<file path="src/rtl/mcdf_pkg.sv">
// MCDF shared definitions: channel constants, FSM states and
// the packet-length code decoder used by the arbiter/formatter.
package mcdf_pkg;

  localparam int CH_NUM = 3;
  localparam int CHID_W = 2;
  localparam int LEN_W  = 6;

  typedef enum logic [1:0] {
    ST_IDLE,
    ST_REQ,
    ST_ACK,
    ST_SEND
  } fsm_e;

  function automatic logic [LEN_W-1:0] pkglen_decode(
    input logic [2:0] code
  );
    logic [LEN_W-1:0] len;
    unique case (code)
      3'd0:    len = 6'd4;
      3'd1:    len = 6'd8;
      3'd2:    len = 6'd16;
      default: len = 6'd32;
    endcase
    return len;
  endfunction

  function automatic logic [CHID_W-1:0] next_ch(
    input logic [CHID_W-1:0] c
  );
    return (c >= 2'd2) ? 2'd0 : c + 2'd1;
  endfunction

endpackage

</file>
<file path="src/rtl/mcdf_arbiter_formatter_if.sv">
// Formatter output bus toward the downstream consumer.
// master = formatter, slave = consumer.
interface mcdf_arbiter_formatter_if #(
  parameter int DW = 32
);
  import mcdf_pkg::*;

  logic              fmt_req;
  logic              fmt_grant;
  logic [CHID_W-1:0] fmt_chid;
  logic [LEN_W-1:0]  fmt_length;
  logic              fmt_val;
  logic              fmt_start;
  logic              fmt_end;
  logic [DW-1:0]     fmt_data;

  modport master (
    output fmt_req,
    output fmt_chid,
    output fmt_length,
    output fmt_val,
    output fmt_start,
    output fmt_end,
    output fmt_data,
    input  fmt_grant
  );

  modport slave (
    input  fmt_req,
    input  fmt_chid,
    input  fmt_length,
    input  fmt_val,
    input  fmt_start,
    input  fmt_end,
    input  fmt_data,
    output fmt_grant
  );

endinterface

</file>
<file path="src/rtl/mcdf_rr_arbiter.sv">
// Three-way round-robin arbiter; the search starts at the
// pointer and wraps, so the pointer channel has top priority.
module mcdf_rr_arbiter
  import mcdf_pkg::*;
(
  input  logic [CH_NUM-1:0] req,
  input  logic [CHID_W-1:0] ptr,
  input  logic              en,
  output logic [CH_NUM-1:0] grant,
  output logic [CHID_W-1:0] id
);

  logic [CHID_W-1:0] o0;
  logic [CHID_W-1:0] o1;
  logic [CHID_W-1:0] o2;

  // Search order derived from the pointer; an out-of-range
  // pointer is treated as channel 0.
  always_comb begin
    o0 = (ptr > 2'd2) ? 2'd0 : ptr;
    o1 = next_ch(o0);
    o2 = next_ch(o1);
  end

  // First requester in search order wins.
  always_comb begin
    grant = '0;
    id    = '0;
    if (en) begin
      if (req[o0]) begin
        id = o0;
        grant[o0] = 1'b1;
      end else if (req[o1]) begin
        id = o1;
        grant[o1] = 1'b1;
      end else if (req[o2]) begin
        id = o2;
        grant[o2] = 1'b1;
      end
    end
  end

endmodule

</file>
<file path="src/rtl/mcdf_arbiter_formatter.sv">
// MCDF arbiter/formatter: picks a slave FIFO, acknowledges it
// and re-emits its packet as a framed stream.
module mcdf_arbiter_formatter
  import mcdf_pkg::*;
#(
  parameter int DW = 32
) (
  input  logic              clk_i,
  input  logic              rstn_i,
  input  logic [CH_NUM-1:0] slv_req_i,
  input  logic [CH_NUM-1:0] slv_val_i,
  input  logic [DW-1:0]     slv0_data_i,
  input  logic [DW-1:0]     slv1_data_i,
  input  logic [DW-1:0]     slv2_data_i,
  input  logic [2:0]        slv0_pkglen_i,
  input  logic [2:0]        slv1_pkglen_i,
  input  logic [2:0]        slv2_pkglen_i,
  output logic [CH_NUM-1:0] a2s_ack_o,
  mcdf_arbiter_formatter_if.master fmt
);

  fsm_e              st;
  fsm_e              st_nxt;
  logic [CHID_W-1:0] ptr_q;
  logic [CHID_W-1:0] win_id;
  logic [CH_NUM-1:0] win_oh;
  logic [CHID_W-1:0] chid_q;
  logic [CH_NUM-1:0] ack_q;
  logic [LEN_W-1:0]  len_q;
  logic [LEN_W-1:0]  len_sel;
  logic [LEN_W-1:0]  cnt_q;
  logic              any_req;
  logic              pick;
  logic              take;
  logic              last;
  logic              val_sel;
  logic [DW-1:0]     data_sel;
  logic              val_q;
  logic              sop_q;
  logic              eop_q;
  logic [DW-1:0]     data_q;

  assign any_req = |slv_req_i;
  assign pick    = (st == ST_IDLE) && any_req;

  mcdf_rr_arbiter u_arb (
    .req   (slv_req_i),
    .ptr   (ptr_q),
    .en    (st == ST_IDLE),
    .grant (win_oh),
    .id    (win_id)
  );

  // Decoded length of the channel about to win.
  always_comb begin
    len_sel = '0;
    unique case (win_id)
      2'd0:    len_sel = pkglen_decode(slv0_pkglen_i);
      2'd1:    len_sel = pkglen_decode(slv1_pkglen_i);
      2'd2:    len_sel = pkglen_decode(slv2_pkglen_i);
      default: len_sel = '0;
    endcase
  end

  // Only the owning channel's valid/data reach the datapath.
  always_comb begin
    val_sel  = 1'b0;
    data_sel = '0;
    unique case (chid_q)
      2'd0: begin
        val_sel  = slv_val_i[0];
        data_sel = slv0_data_i;
      end
      2'd1: begin
        val_sel  = slv_val_i[1];
        data_sel = slv1_data_i;
      end
      2'd2: begin
        val_sel  = slv_val_i[2];
        data_sel = slv2_data_i;
      end
      default: begin
        val_sel  = 1'b0;
        data_sel = '0;
      end
    endcase
  end

  // Words are taken until the last one has been emitted; the
  // cycle showing end-of-packet ignores further input.
  assign take = (st == ST_SEND) && !eop_q && val_sel;
  assign last = (cnt_q == len_q - 6'd1);

  // Next-state logic.
  always_comb begin
    st_nxt = st;
    unique case (st)
      ST_IDLE: if (any_req)       st_nxt = ST_REQ;
      ST_REQ:  if (fmt.fmt_grant) st_nxt = ST_ACK;
      ST_ACK:                     st_nxt = ST_SEND;
      ST_SEND: if (eop_q)         st_nxt = ST_IDLE;
      default:                    st_nxt = ST_IDLE;
    endcase
  end

  // State register.
  always_ff @(posedge clk_i or negedge rstn_i) begin
    if (!rstn_i) st <= ST_IDLE;
    else         st <= st_nxt;
  end

  // Winner id, length and ack mask frozen for the packet.
  always_ff @(posedge clk_i or negedge rstn_i) begin
    if (!rstn_i) begin
      chid_q <= '0;
      len_q  <= '0;
      ack_q  <= '0;
    end else if (pick) begin
      chid_q <= win_id;
      len_q  <= len_sel;
      ack_q  <= win_oh;
    end
  end

  // Priority pointer moves past the channel just served.
  always_ff @(posedge clk_i or negedge rstn_i) begin
    if (!rstn_i)
      ptr_q <= '0;
    else if ((st == ST_SEND) && eop_q)
      ptr_q <= next_ch(chid_q);
  end

  // Word counter, cleared between packets.
  always_ff @(posedge clk_i or negedge rstn_i) begin
    if (!rstn_i)
      cnt_q <= '0;
    else if (st == ST_IDLE)
      cnt_q <= '0;
    else if (take)
      cnt_q <= last ? '0 : cnt_q + 6'd1;
  end

  // Registered output stream with framing flags.
  always_ff @(posedge clk_i or negedge rstn_i) begin
    if (!rstn_i) begin
      val_q  <= 1'b0;
      sop_q  <= 1'b0;
      eop_q  <= 1'b0;
      data_q <= '0;
    end else begin
      val_q <= take;
      sop_q <= take && (cnt_q == '0);
      eop_q <= take && last;
      if (take) data_q <= data_sel;
    end
  end

  assign a2s_ack_o      = (st == ST_ACK) ? ack_q : '0;
  assign fmt.fmt_req    = (st == ST_REQ);
  assign fmt.fmt_chid   = chid_q;
  assign fmt.fmt_length = len_q;
  assign fmt.fmt_val    = val_q;
  assign fmt.fmt_start  = sop_q;
  assign fmt.fmt_end    = eop_q;
  assign fmt.fmt_data   = data_q;

endmodule

</file>
<file path="src/flat_wrapper.sv">
// flat-port wrapper written by rule: the top's interface ports become plain ports
module mcdf_arbiter_formatter_flat import mcdf_pkg::*;
#(
  parameter int DW = 32
)
  (clk_i, rstn_i, slv_req_i, slv_val_i, slv0_data_i, slv1_data_i, slv2_data_i, slv0_pkglen_i, slv1_pkglen_i, slv2_pkglen_i, a2s_ack_o, fmt_fmt_req, fmt_fmt_chid, fmt_fmt_length, fmt_fmt_val, fmt_fmt_start, fmt_fmt_end, fmt_fmt_data, fmt_fmt_grant);
  mcdf_arbiter_formatter_if #(.DW(DW)) fmt_i ();
  input  logic clk_i;
  input  logic rstn_i;
  input  logic [CH_NUM-1:0] slv_req_i;
  input  logic [CH_NUM-1:0] slv_val_i;
  input  logic [DW-1:0] slv0_data_i;
  input  logic [DW-1:0] slv1_data_i;
  input  logic [DW-1:0] slv2_data_i;
  input  logic [2:0] slv0_pkglen_i;
  input  logic [2:0] slv1_pkglen_i;
  input  logic [2:0] slv2_pkglen_i;
  output logic [CH_NUM-1:0] a2s_ack_o;
  output wire logic [$bits(fmt_i.fmt_req)-1:0] fmt_fmt_req;
  output wire logic [$bits(fmt_i.fmt_chid)-1:0] fmt_fmt_chid;
  output wire logic [$bits(fmt_i.fmt_length)-1:0] fmt_fmt_length;
  output wire logic [$bits(fmt_i.fmt_val)-1:0] fmt_fmt_val;
  output wire logic [$bits(fmt_i.fmt_start)-1:0] fmt_fmt_start;
  output wire logic [$bits(fmt_i.fmt_end)-1:0] fmt_fmt_end;
  output wire logic [$bits(fmt_i.fmt_data)-1:0] fmt_fmt_data;
  input wire logic [$bits(fmt_i.fmt_grant)-1:0] fmt_fmt_grant;
  assign fmt_fmt_req = fmt_i.fmt_req;
  assign fmt_fmt_chid = fmt_i.fmt_chid;
  assign fmt_fmt_length = fmt_i.fmt_length;
  assign fmt_fmt_val = fmt_i.fmt_val;
  assign fmt_fmt_start = fmt_i.fmt_start;
  assign fmt_fmt_end = fmt_i.fmt_end;
  assign fmt_fmt_data = fmt_i.fmt_data;
  assign fmt_i.fmt_grant = fmt_fmt_grant;
  mcdf_arbiter_formatter #(.DW(DW)) u_core (.clk_i(clk_i), .rstn_i(rstn_i), .slv_req_i(slv_req_i), .slv_val_i(slv_val_i), .slv0_data_i(slv0_data_i), .slv1_data_i(slv1_data_i), .slv2_data_i(slv2_data_i), .slv0_pkglen_i(slv0_pkglen_i), .slv1_pkglen_i(slv1_pkglen_i), .slv2_pkglen_i(slv2_pkglen_i), .a2s_ack_o(a2s_ack_o), .fmt(fmt_i));
endmodule
</file>
<file path="config.mk">
export PLATFORM = sky130hd
export DESIGN_NAME = mcdf_arbiter_formatter_flat
export DESIGN_NICKNAME = d
export VERILOG_FILES = /design/src/rtl/mcdf_pkg.sv /design/src/rtl/mcdf_arbiter_formatter_if.sv /design/src/rtl/mcdf_rr_arbiter.sv /design/src/rtl/mcdf_arbiter_formatter.sv /design/src/flat_wrapper.sv
export SDC_FILE = /design/constraint.sdc
export NUM_CORES = 1
export LEC_CHECK = 0
export ABC_CLOCK_PERIOD_IN_PS = 2900
export CAP_MARGIN = 20
export CELL_PAD_IN_SITES_DETAIL_PLACEMENT = 0
export CELL_PAD_IN_SITES_GLOBAL_PLACEMENT = 2
export CORE_ASPECT_RATIO = 0.7
export CORE_UTILIZATION = 24
export CTS_CLUSTER_DIAMETER = 200
export DETAILED_ROUTE_END_ITERATION = 12
export PLACE_DENSITY_LB_ADDON = 0.05
export RECOVER_POWER = 100
export SLEW_MARGIN = 0
export SYNTH_ARGS = -nofsm -noshare
export SYNTH_HDL_FRONTEND = slang
export SYNTH_HIERARCHICAL = 1
export SYNTH_SLANG_ARGS = --single-unit
</file>
<file path="constraint.sdc">
create_clock -name clk_i -period 2.9 [get_ports clk_i]
set_input_delay 0.87 -clock clk_i [delete_from_list [all_inputs] [get_ports clk_i]]
set_output_delay 0.87 -clock clk_i [all_outputs]
set_load 0.01 [all_outputs]
</file>
==> flow_metrics.py <==
metrics = {
    "status": {
        "status": "completed",
    },
    "die": {
        "dieArea_sq_um": 15000,
        "start_util": 0.2477,
        "die_y_um": 102.8,
        "core-area_sq_um": 14050,
        "dieWidth_um": 145.9,
        "io_pins": 161,
        "rows": 36,
    },
    "yosys": {
        "synth_edf_count": 0,
        "ys_warn_count": 6,
        "ys_ff_latch": 54,
        "syn_area_per_cell_sq_um": 10.30,
        "syn-cell-area_sq_um": 3481,
        "synth_cells": 338,
        "ys_types": 55,
        "async_reset_ff_frac": 1.000,
        "ys_seq_area_frac": 0.3882,
        "synth_flop_cell": "dfrtp_1",
    },
    "finish": {
        "final_util": 0.3835,
        "antenna-diode-count": 0,
        "layout-drive-gt1-share": 0.1104,
        "syn_to_final_growth_pct": 54.82,
        "finalNetCount": 621,
    },
    "global_routing": {
        "overflow": 0,
        "grt_usage": 0.1390,
        "grt_max_degree": 55,
        "grt_pass1_vias": 2993,
        "antenna_found_initial": 0,
        "grt_pass1_wl_um": 15960,
    },
    "critical_path": {
        "path_cells": "inv_1 > ha_1 > and2_1 > dlygate4sd3_1",
        "required_ps": 2030,
        "timing.rr.end": "u_core/cnt_q[5]$_DFFE_PN0P_",
        "crit_arrival_ps": 1770,
        "r2r_slack_ps": 270,
        "critPathMaxFanout": 4,
        "endpoint_kind": "output port",
        "r2r_start": "u_core/fmt.fmt_chid[0]$_DFFE_PN0P_",
        "crit_type": "reg -> out",
        "r2r_cells": 6,
        "crit_path_max_incr_delay_ps": 600,
        "cp-start-kind": "register",
        "crit_family": "buffers and inverters",
        "worst-path-buf-inv": 2,
        "cp_slowest_cell": "dlygate4sd3_1",
    },
    "placement": {
        "dp_slack_ps": -26.90,
        "place_congestion": 0.7885,
        "port-buffer-count": 158,
        "dpl.hpwl_um": 7783,
    },
    "clock_network": {
        "tritoncts": "built",
        "cts-resized-gates": 0,
        "cts-root-buf": "clkbuf_16",
        "ctsLongestPathBuffers": 2,
        "h-tree-depth": 2,
        "cts_buffers": 5,
        "clock-sinks": 54,
        "path_clk_slew_ps": 70,
        "hold_buffers": 0,
        "clock_latency_ps": 290,
        "postCtsSetupBuffers": 0,
    },
    "route": {
        "drtAntennaViolNets": 0,
        "first_iter_violations": 140,
        "via_count": 3063,
        "dr.pass1.iters": 4,
        "drc_errors": 0,
        "wl_per_cell_um": 15.01,
        "wirelength_um": 10330,
        "viasPerCell": 4.452,
    },
    "job": {
        "max-cap-violations": 0,
    },
    "timing": {
        "slew_violations": 0,
        "min_period_ps": 2642,
        "skew_ps": 9.518,
        "rsz0062_at_grt": "false",
        "setup_violations": 0,
        "max_freq_ghz": 0.3785,
        "finalSetupTns_ps": 0,
        "hold_violations": 0,
        "tightest_slew_ps": 1398,
        "period_share": 0.9110,
        "slew_headroom": 0.06819,
        "whs_ps": 487.7,
        "worst_slack_ps": 258.0,
    },
    "worst_hold_path": {
        "hold_class": "reg -> reg",
        "whs_path_depth": 1,
        "min_from": "u_core/fmt.fmt_data[18]$_DFFE_PN0P_",
        "hold_end": "u_core/fmt.fmt_data[18]$_DFFE_PN0P_",
    },
    "power": {
        "power.static_leakage_nw": 2.129,
        "power_density_nw_per_um2": 763.7,
        "peakVddDrop_mv": 0.2195,
    },
}
how the worst max path moves through the flow:
stage | startpoint | to | slack [ps] | cells after the start
after global placement | slv_req_i[0] | u_core/fmt.fmt_length[2]$_DFFE_PN0P_ | -20 | 8
after floorplan | slv_req_i[0] | u_core/fmt.fmt_length[2]$_DFFE_PN0P_ | 420 | 9
final | u_core/st[0]$_DFFE_PN0P_ | a2s_ack_o[1] | 260 | 4
after detailed placement | slv_req_i[0] | u_core/fmt.fmt_length[2]$_DFFE_PN0P_ | -30 | 8
after global routing | u_core/fmt.fmt_chid[0]$_DFFE_PN0P_ | u_core/fmt.fmt_data[21]$_DFFE_PN0P_ | 90 | 7
after CTS | u_core/st[0]$_DFFE_PN0P_ | a2s_ack_o[1] | 260 | 4
per-layer routing:
| metal | global-route usage | part of all wire |
|---|---|---|
| met2 | 0.2219 | 0.46 |
| met1 | 0.1777 | 0.45 |
| met5 | 0 | 0 |
| met4 | 0.03158 | 0.0075 |
| met3 | 0.05487 | 0.082 |
placed cells by master (no fill, tap or decap), drive strengths merged, types with 3 or more instances in the layout:
master         instances
mux2i                 33
nand2b                 8
nor4                   4
o21ai                 45
ha                     9
dfrtp                 54
nor2b                  3
mux2                  37
buf                   14
a21oi                  9
nor3                   6
and3                   4
inv                   15
and2                   4
clkdlybuf4s50        111
a2111oi                4
nand2                 42
nor2                   3
clkbuf                10
dlygate4sd3           46
synth_stat cells, drive strengths merged, types with 3 or more instances:
cell	n	area share
mux2	37	0.14
nor2	3	0.0032
and2	4	0.0075
mux2i	33	0.095
clkbuf	7	0.0075
nand2b	8	0.014
nor4	4	0.0090
buf	16	0.032
a2111oi	4	0.015
nand2	42	0.047
nor2b	3	0.0054
dfrtp	54	0.39
ha	9	0.032
nor3	6	0.0086
and3	4	0.0072
a21oi	9	0.013
o21ai	45	0.068
inv	15	0.016
sequential cells by signal, indices dropped and copies added (netlist names):
register / cells
u_core/ack_q: 3
u_core/cnt_q: 6
u_core/fmt.fmt_chid: 2
u_core/fmt.fmt_data: 32
u_core/fmt.fmt_end: 1
u_core/fmt.fmt_length: 4
u_core/fmt.fmt_start: 1
u_core/fmt.fmt_val: 1
u_core/ptr_q: 2
u_core/st: 2
worst register-to-register path, cell delays in order (launching register included):
cell	delay [ps]
dfrtp_2	500
clkbuf_1	880
nand3b_1	280
o21ai_4	70
clkbuf_1	190
and4_1	240
a2111oi_2	350
logic make-up (layout without fill, tap and decap cells):
family / Yosys count / count (layout) / synth area share
buf+inv: 38 / 197 / 0.05572
mux: 70 / 70 / 0.2329
xor+xnor: 5 / 5 / 0.01654
simple gates: 86 / 86 / 0.1337
fa+ha+maj: 10 / 10 / 0.03523
flops: 54 / 54 / 0.3882
compound gates: 74 / 74 / 0.1366
other cells: 1 / 2 / 0.001077
report_power, final:
group	total (mW)	internal [mW]	switching [mW]	leakage [nW]
Clock	0.696	0.427	0.269	0.0829
Sequential	1.26	1.07	0.192	0.677
Combinational	2.16	1.15	1.01	1.37
Total	4.12	2.65	1.47	2.13
through the flow:
stage                     instances  instance area (sq um)  power, mW
after global routing            688                   5389      4.443
after floorplan                 339                   3485      2.611
after detailed placement        681                   5318      3.752
after CTS                       688                   5487      4.487
final                           688                   5389      4.115
after global placement          681                   5318      3.749
area by class of cell:
type                            instances  area [sq um]
Clock buffer                            6         138.9
Clock inverter                          1         30.03
Fill cell                            1434          8665
Inverter                               15         56.30
Multi-Input combinational cell        247          1869
Sequential cell                        54          1353
Tap cell                              190         237.7
Timing Repair Buffer                  175          1704
No activity file was read; power rests on OpenSTA's default activity.
